**src/rtl/alu_pkg.sv**
```systemverilog
// Shared types for the ALU operation issuer.
// Opcodes match the 2-to-4 decoder outputs D0..D3.
package alu_pkg;

   localparam int ALU_DATA_W = 8;

   localparam logic [1:0] OP_ADD = 2'b00;
   localparam logic [1:0] OP_SUB = 2'b01;
   localparam logic [1:0] OP_AND = 2'b10;
   localparam logic [1:0] OP_OR  = 2'b11;

   typedef enum logic [1:0] {
      ST_IDLE,
      ST_DRIVE,
      ST_RESP
   } iss_state_e;

   typedef struct packed {
      logic [1:0]            op;
      logic [ALU_DATA_W-1:0] a;
      logic [ALU_DATA_W-1:0] b;
   } alu_req_t;

endpackage

```
**src/rtl/alu_op_issuer_if.sv**
```systemverilog
// Request, decoder/ALU and response signals of the issuer.
// slave is the issuer side, master the surrounding system.
interface alu_op_issuer_if #(
   parameter int DATA_W = 8
);
   logic              in_valid;
   logic              in_ready;
   logic [1:0]        in_op;
   logic [DATA_W-1:0] in_a;
   logic [DATA_W-1:0] in_b;
   logic              sel0;
   logic              sel1;
   logic [DATA_W-1:0] op_a;
   logic [DATA_W-1:0] op_b;
   logic [DATA_W:0]   alu_result;
   logic              out_valid;
   logic              out_ready;
   logic [DATA_W:0]   out_result;
   logic [1:0]        out_op;
   logic              busy;

   modport slave (
      input  in_valid, in_op, in_a, in_b,
      input  alu_result, out_ready,
      output in_ready, sel0, sel1, op_a, op_b,
      output out_valid, out_result, out_op, busy
   );

   modport master (
      output in_valid, in_op, in_a, in_b,
      output alu_result, out_ready,
      input  in_ready, sel0, sel1, op_a, op_b,
      input  out_valid, out_result, out_op, busy
   );
endinterface

```
**src/rtl/alu_op_fifo.sv**
```systemverilog
// Request FIFO: power-of-two depth, pointers wrap naturally.
// Push when full and pop when empty are ignored.
module alu_op_fifo #(
   parameter int W     = 18,
   parameter int DEPTH = 4
) (
   input  logic         clk,
   input  logic         rst_n,
   input  logic         push_i,
   input  logic [W-1:0] wdata_i,
   input  logic         pop_i,
   output logic [W-1:0] rdata_o,
   output logic         full_o,
   output logic         empty_o
);
   localparam int AW = $clog2(DEPTH);

   if ((DEPTH < 2) || ((DEPTH & (DEPTH - 1)) != 0)) begin : g_bad_depth
      $error("DEPTH must be a power of two >= 2");
   end

   logic [W-1:0]  mem_q [DEPTH];
   logic [AW-1:0] wr_q;
   logic [AW-1:0] rd_q;
   logic [AW:0]   cnt_q;
   logic          do_push;
   logic          do_pop;

   assign full_o  = (cnt_q == (AW+1)'(DEPTH));
   assign empty_o = (cnt_q == '0);
   assign do_push = push_i && !full_o;
   assign do_pop  = pop_i && !empty_o;
   assign rdata_o = mem_q[rd_q];

   // storage needs no reset; occupancy is tracked by the pointers
   always_ff @(posedge clk)
      if (do_push) mem_q[wr_q] <= wdata_i;

   // pointer and occupancy bookkeeping
   always_ff @(posedge clk or negedge rst_n)
      if (!rst_n) begin
         wr_q  <= '0;
         rd_q  <= '0;
         cnt_q <= '0;
      end else begin
         if (do_push) wr_q <= wr_q + AW'(1);
         if (do_pop)  rd_q <= rd_q + AW'(1);
         if (do_push && !do_pop)      cnt_q <= cnt_q + (AW+1)'(1);
         else if (do_pop && !do_push) cnt_q <= cnt_q - (AW+1)'(1);
      end
endmodule

```
**src/rtl/alu_op_issuer.sv**
```systemverilog
// Issues buffered ALU requests one at a time through the
// operation decoder and returns the settled ALU result.
module alu_op_issuer
   import alu_pkg::*;
#(
   parameter int DATA_W     = ALU_DATA_W,
   parameter int DEPTH      = 4,
   parameter int SETTLE_CYC = 1
) (
   input  logic           clk,
   input  logic           rst_n,
   alu_op_issuer_if.slave bus
);
   localparam int CNT_W = (SETTLE_CYC > 1) ? $clog2(SETTLE_CYC) : 1;
   localparam int REQ_W = 2 + 2 * DATA_W;
   localparam logic [CNT_W-1:0] CNT_INIT = CNT_W'(SETTLE_CYC - 1);

   if (SETTLE_CYC < 1) begin : g_bad_settle
      $error("SETTLE_CYC must be >= 1");
   end

   typedef struct packed {
      logic [1:0]        op;
      logic [DATA_W-1:0] a;
      logic [DATA_W-1:0] b;
   } req_t;

   req_t              wr_req;
   req_t              head;
   logic              full;
   logic              empty;
   logic              pop;

   iss_state_e        state_q, state_d;
   logic [1:0]        sel_q, sel_d;
   logic [DATA_W-1:0] opa_q, opa_d;
   logic [DATA_W-1:0] opb_q, opb_d;
   logic [CNT_W-1:0]  cnt_q, cnt_d;
   logic              vld_q, vld_d;
   logic [DATA_W:0]   res_q, res_d;
   logic [1:0]        rop_q, rop_d;

   assign wr_req = '{op: bus.in_op, a: bus.in_a, b: bus.in_b};

   alu_op_fifo #(
      .W     (REQ_W),
      .DEPTH (DEPTH)
   ) u_fifo (
      .clk     (clk),
      .rst_n   (rst_n),
      .push_i  (bus.in_valid),
      .wdata_i (wr_req),
      .pop_i   (pop),
      .rdata_o (head),
      .full_o  (full),
      .empty_o (empty)
   );

   assign bus.in_ready   = !full;
   assign bus.sel0       = sel_q[0];
   assign bus.sel1       = sel_q[1];
   assign bus.op_a       = opa_q;
   assign bus.op_b       = opb_q;
   assign bus.out_valid  = vld_q;
   assign bus.out_result = res_q;
   assign bus.out_op     = rop_q;
   assign bus.busy       = (state_q != ST_IDLE) || !empty;

   // next state: issue, settle countdown, response hold
   always_comb begin
      state_d = state_q;
      sel_d   = sel_q;
      opa_d   = opa_q;
      opb_d   = opb_q;
      cnt_d   = cnt_q;
      vld_d   = vld_q;
      res_d   = res_q;
      rop_d   = rop_q;
      pop     = 1'b0;
      unique case (state_q)
         ST_IDLE: begin
            if (!empty) pop = 1'b1;
         end
         ST_DRIVE: begin
            if (cnt_q != '0) begin
               cnt_d = cnt_q - CNT_W'(1);
            end else begin
               vld_d   = 1'b1;
               res_d   = bus.alu_result;
               rop_d   = sel_q;
               state_d = ST_RESP;
            end
         end
         ST_RESP: begin
            if (bus.out_ready) begin
               vld_d   = 1'b0;
               state_d = ST_IDLE;
               if (!empty) pop = 1'b1;
            end
         end
         default: state_d = ST_IDLE;
      endcase
      if (pop) begin
         sel_d   = head.op;
         opa_d   = head.a;
         opb_d   = head.b;
         cnt_d   = CNT_INIT;
         state_d = ST_DRIVE;
      end
   end

   // state and output registers
   always_ff @(posedge clk or negedge rst_n)
      if (!rst_n) begin
         state_q <= ST_IDLE;
         sel_q   <= '0;
         opa_q   <= '0;
         opb_q   <= '0;
         cnt_q   <= '0;
         vld_q   <= 1'b0;
         res_q   <= '0;
         rop_q   <= '0;
      end else begin
         state_q <= state_d;
         sel_q   <= sel_d;
         opa_q   <= opa_d;
         opb_q   <= opb_d;
         cnt_q   <= cnt_d;
         vld_q   <= vld_d;
         res_q   <= res_d;
         rop_q   <= rop_d;
      end
endmodule

```
**src/flat_wrapper.sv**
```systemverilog
// flat-port wrapper written by rule: the top's interface ports become plain ports
module alu_op_issuer_flat import alu_pkg::*;
#(
   parameter int DATA_W     = ALU_DATA_W,
   parameter int DEPTH      = 4,
   parameter int SETTLE_CYC = 1
)
  (clk, rst_n, bus_in_valid, bus_in_op, bus_in_a, bus_in_b, bus_alu_result, bus_out_ready, bus_in_ready, bus_sel0, bus_sel1, bus_op_a, bus_op_b, bus_out_valid, bus_out_result, bus_out_op, bus_busy);
  alu_op_issuer_if #(.DATA_W(DATA_W)) bus_i ();
  input  logic clk;
  input  logic rst_n;
  input wire logic [$bits(bus_i.in_valid)-1:0] bus_in_valid;
  input wire logic [$bits(bus_i.in_op)-1:0] bus_in_op;
  input wire logic [$bits(bus_i.in_a)-1:0] bus_in_a;
  input wire logic [$bits(bus_i.in_b)-1:0] bus_in_b;
  input wire logic [$bits(bus_i.alu_result)-1:0] bus_alu_result;
  input wire logic [$bits(bus_i.out_ready)-1:0] bus_out_ready;
  output wire logic [$bits(bus_i.in_ready)-1:0] bus_in_ready;
  output wire logic [$bits(bus_i.sel0)-1:0] bus_sel0;
  output wire logic [$bits(bus_i.sel1)-1:0] bus_sel1;
  output wire logic [$bits(bus_i.op_a)-1:0] bus_op_a;
  output wire logic [$bits(bus_i.op_b)-1:0] bus_op_b;
  output wire logic [$bits(bus_i.out_valid)-1:0] bus_out_valid;
  output wire logic [$bits(bus_i.out_result)-1:0] bus_out_result;
  output wire logic [$bits(bus_i.out_op)-1:0] bus_out_op;
  output wire logic [$bits(bus_i.busy)-1:0] bus_busy;
  assign bus_i.in_valid = bus_in_valid;
  assign bus_i.in_op = bus_in_op;
  assign bus_i.in_a = bus_in_a;
  assign bus_i.in_b = bus_in_b;
  assign bus_i.alu_result = bus_alu_result;
  assign bus_i.out_ready = bus_out_ready;
  assign bus_in_ready = bus_i.in_ready;
  assign bus_sel0 = bus_i.sel0;
  assign bus_sel1 = bus_i.sel1;
  assign bus_op_a = bus_i.op_a;
  assign bus_op_b = bus_i.op_b;
  assign bus_out_valid = bus_i.out_valid;
  assign bus_out_result = bus_i.out_result;
  assign bus_out_op = bus_i.out_op;
  assign bus_busy = bus_i.busy;
  alu_op_issuer #(.DATA_W(DATA_W), .DEPTH(DEPTH), .SETTLE_CYC(SETTLE_CYC)) u_core (.clk(clk), .rst_n(rst_n), .bus(bus_i));
endmodule
```
**config.mk**
```make
export PLATFORM = sky130hd
export DESIGN_NAME = alu_op_issuer_flat
export DESIGN_NICKNAME = d
export VERILOG_FILES = /design/src/rtl/alu_pkg.sv /design/src/rtl/alu_op_issuer_if.sv /design/src/rtl/alu_op_fifo.sv /design/src/rtl/alu_op_issuer.sv /design/src/flat_wrapper.sv
export SDC_FILE = /design/constraint.sdc
export NUM_CORES = 1
export LEC_CHECK = 0
export BUFFER_PORTS_ARGS = -buffer_cell sky130_fd_sc_hd__buf_2
export CORE_ASPECT_RATIO = 1.1
export CORE_MARGIN = 3
export CORE_UTILIZATION = 35
export DETAILED_ROUTE_END_ITERATION = 7
export GPL_ROUTABILITY_DRIVEN = 0
export PLACE_DENSITY_LB_ADDON = 0.05
export RECOVER_POWER = 50
export SYNTH_ARGS = -nofsm -noshare
export SYNTH_HDL_FRONTEND = slang
export SYNTH_SLANG_ARGS = --single-unit
```
**constraint.sdc**
```tcl
create_clock -name clk -period 2.47 [get_ports clk]
set_clock_uncertainty 0.2 [all_clocks]
set_input_delay 0.247 -clock clk [delete_from_list [all_inputs] [get_ports clk]]
set_output_delay 0.247 -clock clk [all_outputs]
set_load 0.02 [all_outputs]
```
==> run metrics, run 1 <==
first-pass GRT wire length 12700 um; met2 GRT Util 20.3%; FF-to-FF setup slack 250 ps; Post-Layout Inst Area 5370 um^2; fin crit share 89.8%; final hold violations 0; CP endpoint kind flip-flop; grt peak-use layer met2; DR pass1 iterations 4; worst setup path start u_core.u_fifo.cnt_q[1]; largest net degree at the start of global routing 40; grt met1 use 16.4%; Max FO, Critical Path 4; Placed Area 4830 um^2; Reg-to-Reg End u_core.u_fifo.cnt_q[2]; Multi-input gate area 1080 um^2; # nets final 347; Worst VDD drop 0.510 mV; Slew HR 30.4%; leakage 2.05 nW; worst setup margin 253 ps; required time of the critical path 2530 ps; Tmin final 2220 ps; pwr/cell area 1290 nW/um^2; Hold Path Class in -> reg; Die Height 122 um; Overflow after GRT 0; row cnt 41; CTS Buffer Depth 2; Syn Nets 241; post-synthesis sequential area ratio 72.9%; Syn-to-layout area delta 24.9%; fillers 1040; CP endpoint u_core.u_fifo.cnt_q[2]; Final Setup Violations 0; Die ar. 13700 um^2; via count 2127; Total GRT Usage 12.5%; CTS Buf Count 9; # diodes 0; drt initial violations 52; status completed; most common cell after layout, fill and taps aside edfxtp_1; core area 11700 um^2; Initial Util 36.6%; setup tns final 0 ps; largest cells by area after synthesis edfxtp_1, dfrtp_1, mux4_2, mux2_4, mux2_2; # Max-Cap Violations 0; DRC viols 0; pins over their slew limit 0; area occupied by registers 3140 um^2; Final ANT Viol Nets 0; Post-DP HPWL 4740 um; TritonCTS clock tree done; Clk Latency, worst-skew pair 340 ps; Post-Synthesis Cells 204; Worst Path Arrival 2280 ps; drt via density 4.57; Die Span X 112 um; RSZ-0062 raised after global routing false; Synth warnings 0; Worst Setup Path Type reg -> reg; top cell type by total area after synthesis edfxtp_1; synthesized flop and latch total 111; Root Buffer clkbuf_16; Yosys cell types 23; Syn Area/Cell 21.1 um^2; reg2reg start u_core.u_fifo.cnt_q[1]; Post-CTS Resized 0; IO buf count 62; R2R cell count 9; vias in the first global route 2293; Slew @ Worst Pin 1040 ps; # IOs 63; clk sink count 111; wire length per cell after detailed routing 17.0 um; pre-CTS WS 273 ps; Max Freq 0.451 GHz; critical path startpoint category flip-flop; most frequent cells in the layout edfxtp_1, dfrtp_1, clkbuf_1; Mapped Area 4300 um^2; antenna violations before repair 0; final wirelength 7910 um; clock slew at reported path FFs 70 ps; Yosys top cell area share 50.2%; share of layout cells above drive strength 1 34.6%; H-Tree Depth 3; GR Util met3 2.42%
layer usage:
layer	vias up	share of wire (%)
met5	-	0
met4	0	1.7
met3	10	3.8
met2	53	48
met1	1073	46
li1	991	-
cells in the mapped netlist:
| cell | n |
|---|---|
| nor4b_1 | 1 |
| a21boi_2 | 1 |
| a21oi_1 | 2 |
| xor2_1 | 4 |
| ha_1 | 5 |
| nand2_1 | 3 |
| and2_1 | 4 |
| buf_4 | 1 |
| inv_1 | 6 |
| nor3_4 | 1 |
| and2b_1 | 1 |
| buf_2 | 2 |
| nor3_2 | 1 |
| a21o_1 | 1 |
| mux2_4 | 18 |
| dfrtp_1 | 39 |
| buf_6 | 4 |
| fa_1 | 1 |
| mux4_2 | 18 |
| edfxtp_1 | 72 |
| mux2_2 | 13 |
| xnor2_1 | 2 |
| nor2_1 | 4 |
worst min-delay path by stage:
stage | from | end | slack, ps | depth (start not counted)
after detailed placement | rst_n | u_core.bus.op_a[3] | 170 | 2
after floorplan | rst_n | u_core.bus.op_a[0] | -250 | 0
final | bus_out_ready | u_core.bus.out_valid | 60 | 4
after global routing | bus_out_ready | u_core.bus.out_valid | 90 | 4
after global placement | rst_n | u_core.bus.op_a[3] | 170 | 2
after CTS | bus_out_ready | u_core.bus.out_valid | 50 | 4
flip-flops by register name, summed over array words and instances, names as in the netlist:
register,cells
u_core.u_fifo.wr_q,2
u_core.bus.out_valid,1
u_core.state_q,2
u_core.bus.out_result,9
u_core.bus.op_a,8
u_core.bus.out_op,2
u_core.u_fifo.cnt_q,3
u_core.bus.op_b,8
u_core.sel_q,2
u_core.u_fifo.mem_q,72
u_core.u_fifo.rd_q,2
kinds of logic (layout without fill, tap and decap cells):
group                    count (synthesis)  count (layout)  synth area share (%)
AO/OA/AOI/OAI                            4               4                 0.669
XOR/XNOR                                 6               6                  1.22
adder cells (fa/ha/maj)                  6               6                  1.92
buffers and inverters                   13             124                  1.98
flip-flops                             111             111                  72.9
multiplexers                            49              49                  19.1
AND/OR/NAND/NOR                         15              15                  2.18
timing repair:
action | 4_1_cts | 5_1_grt
buffers inserted | 0 | 0
endpoints found under the hold margin | 120 | 0
hold buffers | 28 | 0
worst max-delay path, stage by stage (launching register included):
cell	delay (ps)
dfrtp_1	440
nor3_2	360
nor3_4	70
inv_1	60
ha_1	170
inv_1	60
fa_1	370
xor2_1	150
nor2_1	110
xor2_1	160
stage by stage:
| step | instances | total power [mW] | hold WS, ps | utilization [%] |
|---|---|---|---|---|
| 2_1_floorplan | 204 | 4.83 | -249 | - |
| 3_3_place_gp | 421 | 5.53 | 171 | 41.1 |
| 3_5_place_dp | 421 | 5.56 | 166 | 41.1 |
| 4_1_cts | 465 | 7.10 | 50.9 | 46.1 |
| 5_1_grt | 465 | 7.34 | 91.5 | 45.7 |
| 6_report | 465 | 6.91 | 64.9 | 45.7 |
final cells by class:
type	count	area share, %
flip-flops and latches	111	58.4
multi-input cells	80	20.1
repair buffers	102	11.9
clock buffers	11	4.70
well taps	150	3.49
clock inverters	5	1.02
inverters	6	0.419
report_power, final:
group          internal, mW  total (mW)  switching (mW)
Combinational          1.29        2.57            1.29
Sequential             2.60        2.86           0.265
Clock                 0.841        1.47           0.634
(Power assumes the default switching activity.)
==> run 2, diff against run 1 <==
Settings changed: CORE_MARGIN 3 to 8, RECOVER_POWER 50 to 25, REMOVE_ABC_BUFFERS set to 1.
==> run metrics, run 2 (synthesis results as in run 1) <==
critical path startpoint category flip-flop; clk sink count 111; CTS Buffer Depth 2; antenna violations before repair 0; WP buf/inv 2; first-pass GRT wire length 12800 um; max reg flops 72; final hold slack 65.1 ps; Post-DP HPWL 4840 um; Worst VDD drop 0.542 mV; # IOs 63; Initial Util 35.8%; Worst Path Arrival 2290 ps; # diodes 0; DRC viols 0; final core occ 44.7%; Total GRT Usage 10.4%; Flop pwr share 41.6%; Die ar. 16100 um^2; Critical Path Stages 9; fillers 1045; most common cell after layout, fill and taps aside edfxtp_1; Slew @ Worst Pin 537 ps; TritonCTS clock tree done; setup tns final 0 ps; clock slew at reported path FFs 70 ps; RSZ-0062 raised after global routing false; drt via density 4.48; Net Sw Power 2.18 mW; pins over their slew limit 0; largest net degree at the start of global routing 40; final wirelength 7890 um; dpl cells 424; combinational share of power 37.7%; Die Height 132 um; core area 12000 um^2; CP max-delay cell dfrtp_1; hold depth 4; Hold Path Class in -> reg; pre-CTS WS 267 ps; R2R cell count 9; pwr/cell area 1280 nW/um^2; Max FO, Critical Path 4; Design Power 6.88 mW; number of post-CTS setup repair buffers 0; Die Span X 122 um; Max Freq 0.451 GHz; Tmin final 2220 ps; # nets final 346; Clock power frac 20.7%; CP cell instances nor3_2 -> nor3_4 -> inv_1 -> ha_1 -> inv_1 -> fa_1 -> xor2_1 -> nor2_1 -> xor2_1; CP delay by family, top adder cells; vias in the first global route 2344; IO buf count 62; Overflow after GRT 0; most frequent cells in the layout edfxtp_1, buf_2, dfrtp_1; CTS Buf Count 9; share of layout cells above drive strength 1 39.2%; area occupied by registers 3140 um^2; CP endpoint kind flip-flop; Placed Area 4830 um^2; Post-Layout Cell Count 468; status completed; Root Buffer clkbuf_16; Final Setup Violations 0; Worst Setup Path Type reg -> reg; wire length per cell after detailed routing 16.9 um; # Max-Cap Violations 0; Slew HR 64.2%; final hold violations 0; Final ANT Viol Nets 0; via count 2097; sw frac 31.7%; Multi-input gate area 1080 um^2; worst setup margin 252 ps; Syn-to-layout area delta 24.9%; H-Tree Depth 3; Post-Layout Inst Area 5380 um^2; fin crit share 89.8%; internal power 4.70 mW; max incr delay on CP 450 ps; required time of the critical path 2540 ps; Clk Latency, worst-skew pair 340 ps; Largest Register u_core.u_fifo.mem_q; row cnt 42; leakage 2.08 nW; drt initial violations 61; DR pass1 iterations 4
## run 2: cell count changes in the layout (fill, tap and decap cells not counted)
cell | previous run | this run
buf_2 | 30 | 46
clkbuf_1 | 32 | 17
clkbuf_8 | 2 | 0
clkbuf_2 | 1 | 0
clkinv_2 | 1 | 2
## run 2: power by group through the flow
stage	clock network (mW)	registers (mW)	logic [mW]
after global routing	1.54	2.94	2.82
final	1.42	2.86	2.60
after global placement	0	2.89	2.64
after CTS	1.48	2.87	2.68
after detailed placement	0	2.90	2.65
after floorplan	0	3.28	1.45
## run 2: cell type report
| class | instances | share of cell area, % |
|---|---|---|
| Timing Repair Buffer | 101 | 12.2 |
| Clock inverter | 6 | 1.12 |
| Inverter | 6 | 0.419 |
| Multi-Input combinational cell | 80 | 20.1 |
| Tap cell | 154 | 3.58 |
| Sequential cell | 111 | 58.4 |
| Clock buffer | 10 | 4.26 |
## run 2: per-layer routing
layer	GRT usage (%)	routed length (um)	vias up	share of wire, %
met1	12.3	3460	1045	44
met5	0	0	-	0
li1	-	-	992	-
met2	17.1	3810	51	48
met3	3.30	486	9	6.2
met4	4.12	128	0	1.6
## run 2: tightest hold or removal path, stage by stage
cell	delay, ps
buf_2	80
nand2_1	50
a21oi_1	140
a21oi_1	50
## run 2: worst paths after layout
path,startpoint,to,slack [ps]
setup reg to reg,u_core.u_fifo.cnt_q[0],u_core.u_fifo.cnt_q[2],250
setup / recovery,u_core.u_fifo.cnt_q[0],u_core.u_fifo.cnt_q[2],250
min in group asynchronous,rst_n,u_core.bus.out_result[8],290
hold / removal,bus_out_ready,u_core.bus.out_valid,70
max in group asynchronous,rst_n,u_core.bus.op_a[1],1390
hold reg to reg,u_core.bus.out_result[6],u_core.bus.out_result[6],310
## run 2: timing repair
action	CTS	global route
hold endpoints to repair	120	0
hold buffers	28	0
resized for setup	0	0
